**config.mk**
```make
export PLATFORM = sky130hd
export DESIGN_NAME = score_display_scan
export DESIGN_NICKNAME = d
export VERILOG_FILES = /design/src/rtl/score_display_scan.sv
export SDC_FILE = /design/constraint.sdc
export NUM_CORES = 1
export LEC_CHECK = 0
export ABC_AREA = 1
export CAP_MARGIN = 10
export CELL_PAD_IN_SITES_DETAIL_PLACEMENT = 1
export CELL_PAD_IN_SITES_GLOBAL_PLACEMENT = 1
export CORE_MARGIN = 1.5
export CORE_UTILIZATION = 30
export DETAILED_ROUTE_END_ITERATION = 12
export GPL_TIMING_DRIVEN = 0
export PLACE_DENSITY = 0.63
export SYNTH_ARGS = -nofsm -noshare
export SYNTH_HDL_FRONTEND = slang
export SYNTH_SLANG_ARGS = --single-unit
export TNS_END_PERCENT = 50
```
**constraint.sdc**
```tcl
create_clock -name clk -period 5.45 [get_ports clk]
set_clock_uncertainty 0.15 [all_clocks]
set_input_delay 1.09 -clock clk [delete_from_list [all_inputs] [get_ports clk]]
set_output_delay 1.09 -clock clk [all_outputs]
set_load 0.01 [all_outputs]
```
**src/rtl/score_display_scan.sv**
```systemverilog
// score_display_scan: 3-digit multiplexed common-anode 7-seg driver.
// Optional: LEADING_ZERO_BLANK_EN darkens leading-zero tens/hundreds.
module score_display_scan #(
  parameter int SCAN_DIV = 50000,
  parameter int CNT_W    = 16
) (
  input  logic       clk,
  input  logic       rst,
  input  logic [3:0] num1,
  input  logic [3:0] num2,
  input  logic [3:0] num3,
  input  logic       blank,
  output logic [6:0] seg,
  output logic [2:0] an
);

  typedef enum logic [1:0] {
    ONES  = 2'd0,
    TENS  = 2'd1,
    HUNDS = 2'd2
  } idx_t;

  localparam logic [CNT_W-1:0] CNT_LAST = CNT_W'(SCAN_DIV - 1);
  localparam logic [6:0]       SEG_OFF  = 7'h7F;
  localparam logic [2:0]       AN_OFF   = 3'b111;

  logic [CNT_W-1:0] r_cnt;
  idx_t             r_idx;
  logic [3:0]       r_snap1;
  logic [3:0]       r_snap2;
  logic [3:0]       r_snap3;
  logic             r_run;
  logic             r_blank;
  logic [6:0]       r_seg;
  logic [2:0]       r_an;

  logic       w_tick;
  logic       w_slot0;
  logic       w_dark;
  logic       w_lz;
  logic [3:0] w_digit;
  logic [6:0] w_dec;
  idx_t       w_idx_nxt;

  assign w_tick  = (r_cnt == CNT_LAST);
  assign w_slot0 = (r_cnt == '0);

  // Select the snapshot digit for the active slot and the next index.
  always_comb begin
    w_digit   = r_snap1;
    w_idx_nxt = ONES;
    unique case (r_idx)
      ONES: begin
        w_digit   = r_snap1;
        w_idx_nxt = TENS;
      end
      TENS: begin
        w_digit   = r_snap2;
        w_idx_nxt = HUNDS;
      end
      HUNDS: begin
        w_digit   = r_snap3;
        w_idx_nxt = ONES;
      end
      default: begin
        w_digit   = r_snap1;
        w_idx_nxt = ONES;
      end
    endcase
  end

  // BCD to active-low segments; non-decimal codes show a dash.
  always_comb begin
    w_dec = 7'h3F;
    case (w_digit)
      4'd0:    w_dec = 7'h40;
      4'd1:    w_dec = 7'h79;
      4'd2:    w_dec = 7'h24;
      4'd3:    w_dec = 7'h30;
      4'd4:    w_dec = 7'h19;
      4'd5:    w_dec = 7'h12;
      4'd6:    w_dec = 7'h02;
      4'd7:    w_dec = 7'h78;
      4'd8:    w_dec = 7'h00;
      4'd9:    w_dec = 7'h10;
      default: w_dec = 7'h3F;
    endcase
  end

`ifdef LEADING_ZERO_BLANK_EN
  // Leading zeros of the captured frame stay dark; ones never does.
  always_comb begin
    w_lz = 1'b0;
    if (r_idx == HUNDS)
      w_lz = (r_snap3 == 4'd0);
    else if (r_idx == TENS)
      w_lz = (r_snap3 == 4'd0) && (r_snap2 == 4'd0);
  end
`else
  assign w_lz = 1'b0;
`endif

  // blank is latched on the GAP->DRIVE edge and held for the slot.
  assign w_dark = !r_run || w_lz || (w_slot0 ? blank : r_blank);

  // Prescaler, digit scan, frame snapshot and registered outputs.
  always_ff @(posedge clk or posedge rst) begin
    if (rst) begin
      r_cnt   <= '0;
      r_idx   <= HUNDS;
      r_snap1 <= 4'd0;
      r_snap2 <= 4'd0;
      r_snap3 <= 4'd0;
      r_run   <= 1'b0;
      r_blank <= 1'b0;
      r_seg   <= SEG_OFF;
      r_an    <= AN_OFF;
    end else if (w_tick) begin
      r_cnt <= '0;
      r_idx <= w_idx_nxt;
      r_run <= 1'b1;
      r_seg <= SEG_OFF;
      r_an  <= AN_OFF;
      if (r_idx == HUNDS) begin
        r_snap1 <= num1;
        r_snap2 <= num2;
        r_snap3 <= num3;
      end
    end else begin
      r_cnt <= r_cnt + CNT_W'(1);
      if (w_slot0)
        r_blank <= blank;
      if (w_dark) begin
        r_seg <= SEG_OFF;
        r_an  <= AN_OFF;
      end else begin
        r_seg <= w_dec;
        r_an  <= ~(3'b001 << r_idx);
      end
    end
  end

  assign seg = r_seg;
  assign an  = r_an;

endmodule

```
==> out/results.ini, run 1 <==
[run_status]
status = complete, no violations

[synthesis]
avgSynthCellArea_um2 = 8.42
synth_ff_type = dfrtp_1
async_reset_ff_share_pct = 100
ys_ff_latch = 42
ys_types = 33
yosysWarnings = 0
synth_edf_count = 0
ys_seq_area_share_pct = 47.7
syn_inst = 265
synth_fp_nets = 290
netlist_area_um2 = 2230

[layout]
areaGrowthSynthToFinish_pct = 21.3
drive_gt1_share_pct = 17.4
num-nets-final = 322
final_area_um2 = 2710
antenna_cells = 0

[critical_path]
worstPathRequired_ns = 4.21
slowest_delay_ns = 0.53
r2r_slack_ns = 3.05
cpLargestDelayFamily = flip-flops
arrival_ns = 1.36
reg2reg_from = r_idx[1]$_DFFE_PP1N_
worstPathMaxFanout = 1
crit_chain = clkdlybuf4s50_1
slowest_stage = dfstp_2
crit_path_start_kind = flop
crit_type = reg2out
r2r_cells = 9
cp_num_buf_inv = 1
r2r_end = seg[3]$_DFF_PP1_
crit_path_end_kind = output pin

[floorplanning]
ioPinCount = 25
die_area_um2 = 7960
die_w_um = 89.2
start_util_pct = 30.9
fp.dieH_um = 89.2
num_rows = 31
coreArea_um2 = 7210

[timing]
hold_violations = 0
setup_viol = 0
clock.fmax_mhz = 385
max_slew_margin_pct = 70.4
tightest_slew_ns = 0.441
slew_viol_final = 0
min_period_over_period_pct = 47.6
fin_crit_ns = 2.60
rsz0062_at_grt = no
tns_ns = 0
setup_slack_ns = 2.85

[clock_tree]
clock-sinks = 42
clk_latency_ns = 0.30
cts_resized = 0
post_cts_buffers = 0
clkTransAtPathRegs_ns = 0.09
cts_tree = done
h-tree-depth = 2
clock-root-buffer = clkbuf_8
cts.path.max_buffers = 2
numCtsBuffers = 5
ctsHoldBuffers = 0

[min_path]
hold_path_depth = 2
hold_class = reg2reg
worst_hold_path.endpoint = r_snap2[1]$_DFFE_PP0P_
worstHoldStart = r_snap2[1]$_DFFE_PP0P_

[global_route]
gr-total-overflow = 0
grt_pass1_wl_um = 8560
grt_start_max_net_pins = 36
groute.usage.overall_pct = 13.8
first_global_vias = 1820
antenna_found_initial = 0

[routing]
firstDrtPassIters = 4
viasPerCell = 4.47
drc = 0
routed-via-count = 1775
routedWlPerCell_um = 12.2
finalWirelength_um = 4860
detail_route.iter0.violations = 43
antenna_left = 0

[pwr]
p_clk_share_pct = 38.5
p_int_uw = 413
power.density_nw_per_um2 = 199
seq_power_share_pct = 58.0
combPwrFrac_pct = 3.5
swShare_pct = 23.3
irDropWorstVdd_v = 0.000107
p_switching_uw = 125
p_leak_nw = 1.24

[run]
drv_cap = 0

[place]
gp_congestion = 0.804
io_buffer_count = 24
placed_area_um2 = 2620
dp_slack_ns = 3.05
hpwl_um = 3710

[cells in the final DEF (no fill, tap or decap), types with 2 or more instances in the layout]
master           count
nand2_1             69
nand3_1             32
dfrtp_1             31
inv_1               24
clkdlybuf4s50_1     24
nor2_1              22
dfstp_2             11
ha_1                10
xor2_1               8
nand2_2              7
nor2_2               5
clkbuf_8             5
inv_2                4
nand4_1              4
o21ai_1              4
nor3_1               4
o21ai_0              4
buf_6                3
or2_2                3
or2_1                3
clkinv_2             2
nor2_4               2
a21oi_1              2
[logic make-up (layout without fill, tap and decap cells)]
logic type / count (synthesis) / in the layout / share of synthesized area [%]
and+or+nand+nor: 155 / 155 / 32.3
DFF: 42 / 42 / 47.7
buffers and inverters: 35 / 68 / 7.29
AOI/OAI and AO/OA: 15 / 15 / 3.93
adders and majority gates: 10 / 10 / 5.61
xor gates and xnor gates: 8 / 8 / 3.14
[worst register-to-register path: cells and delay by family, from the launching register on]
family,cells,cell delay [ns]
flops,1,0.54
fa+ha+maj,2,0.69
buf+inv,1,0.09
simple gates,5,0.76
compound gates,1,0.12
[cell type report]
type,count,area (um^2)
Multi-Input combinational cell,188,1000
Clock inverter,3,21.3
Sequential cell,42,1060
Clock buffer,5,68.8
Tap cell,99,124
Buffer,5,46.3
Inverter,30,116
Fill cell,890,4510
Timing Repair Buffer,25,260
[how the worst max path moves through the flow]
stage               cells after the start                    to            startpoint  slack, ns
CTS                                     1                seg[3]      seg[3]$_DFF_PP1_       2.84
detailed placement                      9      seg[3]$_DFF_PP1_  r_idx[1]$_DFFE_PP1N_       3.05
floorplan                               9      seg[3]$_DFF_PP1_  r_idx[1]$_DFFE_PP1N_       3.23
global route                            1                 an[2]       an[2]$_DFF_PP1_       2.82
global placement                        2  r_idx[0]$_DFFE_PP0N_                   rst       2.29
finish                                  1                seg[3]      seg[3]$_DFF_PP1_       2.85
[synthesized netlist by cell type (4+ instances only)]
cell     number  area, um^2
dfrtp_1      31         776
dfstp_2      11         289
ha_1         10         125
inv_1        25        93.8
nand2_1      69         259
nand2_2       7        43.8
nand3_1      32         160
nand4_1       4        25.0
nor2_1       22        82.6
nor2_2        5        31.3
nor3_1        4        20.0
o21ai_0       4        20.0
o21ai_1       4        20.0
xor2_1        8        70.1
[per-stage QoR]
stage / util [%] / hold slack [ns] / instances / power, mW
final: 37.5 / 0.330 / 397 / 0.538
after global routing: 37.5 / 0.362 / 397 / 0.558
after CTS: 37.5 / 0.334 / 397 / 0.549
after detailed placement: 36.2 / 0.311 / 389 / 0.338
after global placement: 36.0 / 0.301 / 388 / 0.335
after floorplan: - / 0.284 / 265 / 0.323
[sequential cells by signal, indices dropped and copies added (netlist names)]
signal   flops
r_cnt       16
seg          7
r_snap1      4
r_snap2      4
r_snap3      4
an           3
r_idx        2
r_blank      1
r_run        1
[power by group through the flow]
stage	clock network [mW]	registers [mW]	logic (mW)
after floorplan	0	0.318	0.00502
after global placement	0	0.318	0.0173
after detailed placement	0	0.318	0.0194
after CTS	0.217	0.312	0.0194
after global routing	0.225	0.312	0.0209
final	0.207	0.312	0.0187
[layer usage]
metal	up-vias	routed length (um)	global-route usage, %
li1	896	-	-
met1	847	2420	18.9
met2	27	2250	22.8
met3	5	139	2.49
met4	0	54	3.36
met5	-	0	0
(Power assumes the default switching activity.)
==> run 2: changes to the inputs <==
--- a/config.mk
+++ b/config.mk
@@ -13,7 +13,7 @@
 export CORE_UTILIZATION = 30
 export DETAILED_ROUTE_END_ITERATION = 12
 export GPL_TIMING_DRIVEN = 0
-export PLACE_DENSITY = 0.63
+export PLACE_DENSITY = 0.65
 export SYNTH_ARGS = -nofsm -noshare
 export SYNTH_HDL_FRONTEND = slang
 export SYNTH_SLANG_ARGS = --single-unit
==> constraint.sdc (replaced) <==
create_clock -name clk -period 2.19 [get_ports clk]
set_clock_uncertainty 0.15 [all_clocks]
set_input_delay 0.438 -clock clk [delete_from_list [all_inputs] [get_ports clk]]
set_output_delay 0.438 -clock clk [all_outputs]
set_load 0.01 [all_outputs]
==> out/results.ini, run 2 (synthesis gave the netlist of run 1 again) <==
[place]
hpwl_um = 3720
io_buffer_count = 24
dp_slack_ns = -0.101
gp_congestion = 0.809
place_inst = 389
placed_area_um2 = 2630

[global_route]
groute.usage.overall_pct = 14.1
grt_pass1_wl_um = 8590
antenna_found_initial = 0
grt_start_max_net_pins = 36
gr-total-overflow = 0
first_global_vias = 1768

[routing]
antenna_left = 0
routedWlPerCell_um = 12.5
firstDrtPassIters = 4
drc = 0
viasPerCell = 4.43
finalWirelength_um = 5030
detail_route.iter0.violations = 51
routed-via-count = 1777

[run_status]
status = complete, no violations

[critical_path]
crit_chain = inv_4 -> ha_4 -> or2_4 -> o21ai_4 -> ha_4 -> or2_1 -> nand2_1 -> nand2_1 -> nand3_1
crit_path_start_kind = flop
worstPathRequired_ns = 2.28
slowest_delay_ns = 0.56
arrival_ns = 2.20
worstPathMaxFanout = 6
crit_path_end_kind = flop
crit_type = reg2reg
slowest_stage = dfstp_2

[timing]
hold_violations = 0
min_period_over_period_pct = 96.2
max_slew_margin_pct = 71.6
fin_crit_ns = 2.11
setup_viol = 0
slew_viol_final = 0
clock.fmax_mhz = 475
setup_slack_ns = 0.0841
tightest_slew_ns = 0.423
rsz0062_at_grt = no
fin_hold_ws_ns = 0.222
tns_ns = 0

[floorplanning]
die_area_um2 = 7960
ioPinCount = 25
num_rows = 31
die_w_um = 89.2
start_util_pct = 30.9
coreArea_um2 = 7210
fp.dieH_um = 89.2

[clock_tree]
h-tree-depth = 2
clock-sinks = 42
cts_tree = done
cts.path.max_buffers = 2
numCtsBuffers = 5
clock-root-buffer = clkbuf_8
clkTransAtPathRegs_ns = 0.09
clk_latency_ns = 0.30
ctsHoldBuffers = 0

[pwr]
p_leak_nw = 1.27
irDropWorstVdd_v = 0.000192
power.density_nw_per_um2 = 477
power_mw = 1.34

[layout]
num-nets-final = 326
largest_reg_flops = 16
drive_gt1_share_pct = 21.2
final_area_um2 = 2810
areaGrowthSynthToFinish_pct = 25.7
layout_common_cells = 67 x nand2_1, 31 x nand3_1, 31 x dfrtp_1, 24 x clkdlybuf4s50_1
layoutNonFillerInstCount = 401
fill_cells = 877
top_register = r_cnt
antenna_cells = 0
utilization_pct = 38.9
layout_commonest_cell = nand2_1

[min_path]
hold_class = in2async

[run]
drv_cap = 0

run 2: final cells by class:
class,count,area (um^2),area share [%]
repair buffers,29,290,10.3
inverters,30,119,4.24
clock buffers,5,68.8,2.45
clock inverters,3,20.0,0.714
flip-flops and latches,42,1060,38.0
well taps,99,124,4.42
multi-input cells,188,1070,38.1
plain buffers,5,50.0,1.78
run 2: report_power, final:
group | leakage (nW) | internal [mW] | switching (mW)
Clock | 0.0484 | 0.225 | 0.288
Sequential | 0.469 | 0.777 | 0.000359
Combinational | 0.756 | 0.0260 | 0.0203
Total | 1.27 | 1.03 | 0.309
run 2: worst paths after layout:
check / slack, ns / endpoint / cells after the start / start
min in group clk: 0.32 / r_snap1[2]$_DFFE_PP0P_ / 2 / r_snap1[2]$_DFFE_PP0P_
worst min-delay path: 0.22 / r_cnt[15]$_DFF_PP0_ / 2 / rst
worst min register to register: 0.32 / r_snap1[2]$_DFFE_PP0P_ / 2 / r_snap1[2]$_DFFE_PP0P_
worst max-delay path: 0.08 / seg[3]$_DFF_PP1_ / 9 / r_idx[1]$_DFFE_PP1N_
max in group asynchronous: 1.16 / r_idx[1]$_DFFE_PP1N_ / 3 / rst
worst max register to register: 0.08 / seg[3]$_DFF_PP1_ / 9 / r_idx[1]$_DFFE_PP1N_
run 2: routing by layer:
layer,vias up,part of all wire [%],track usage [%]
met5,-,0,0
met4,0,1.2,4.06
met3,6,2.5,2.77
met2,26,45,21.0
met1,834,52,20.6
li1,911,-,-
run 2: what timing repair did:
action / 4_1_cts / 5_1_grt
cloned: 0 / 0
endpoints found under the setup margin: 1 / 3
buffers inserted: 0 / 4
pin swaps: 1 / 4
gates resized for setup: 5 / 9
run 2: worst max-delay path: cells and delay by family, from the launching register on:
kind / cells / cell delay, ns
compound gates: 1 / 0.10
fa+ha+maj: 2 / 0.50
buf+inv: 1 / 0.06
flops: 1 / 0.56
simple gates: 5 / 0.68
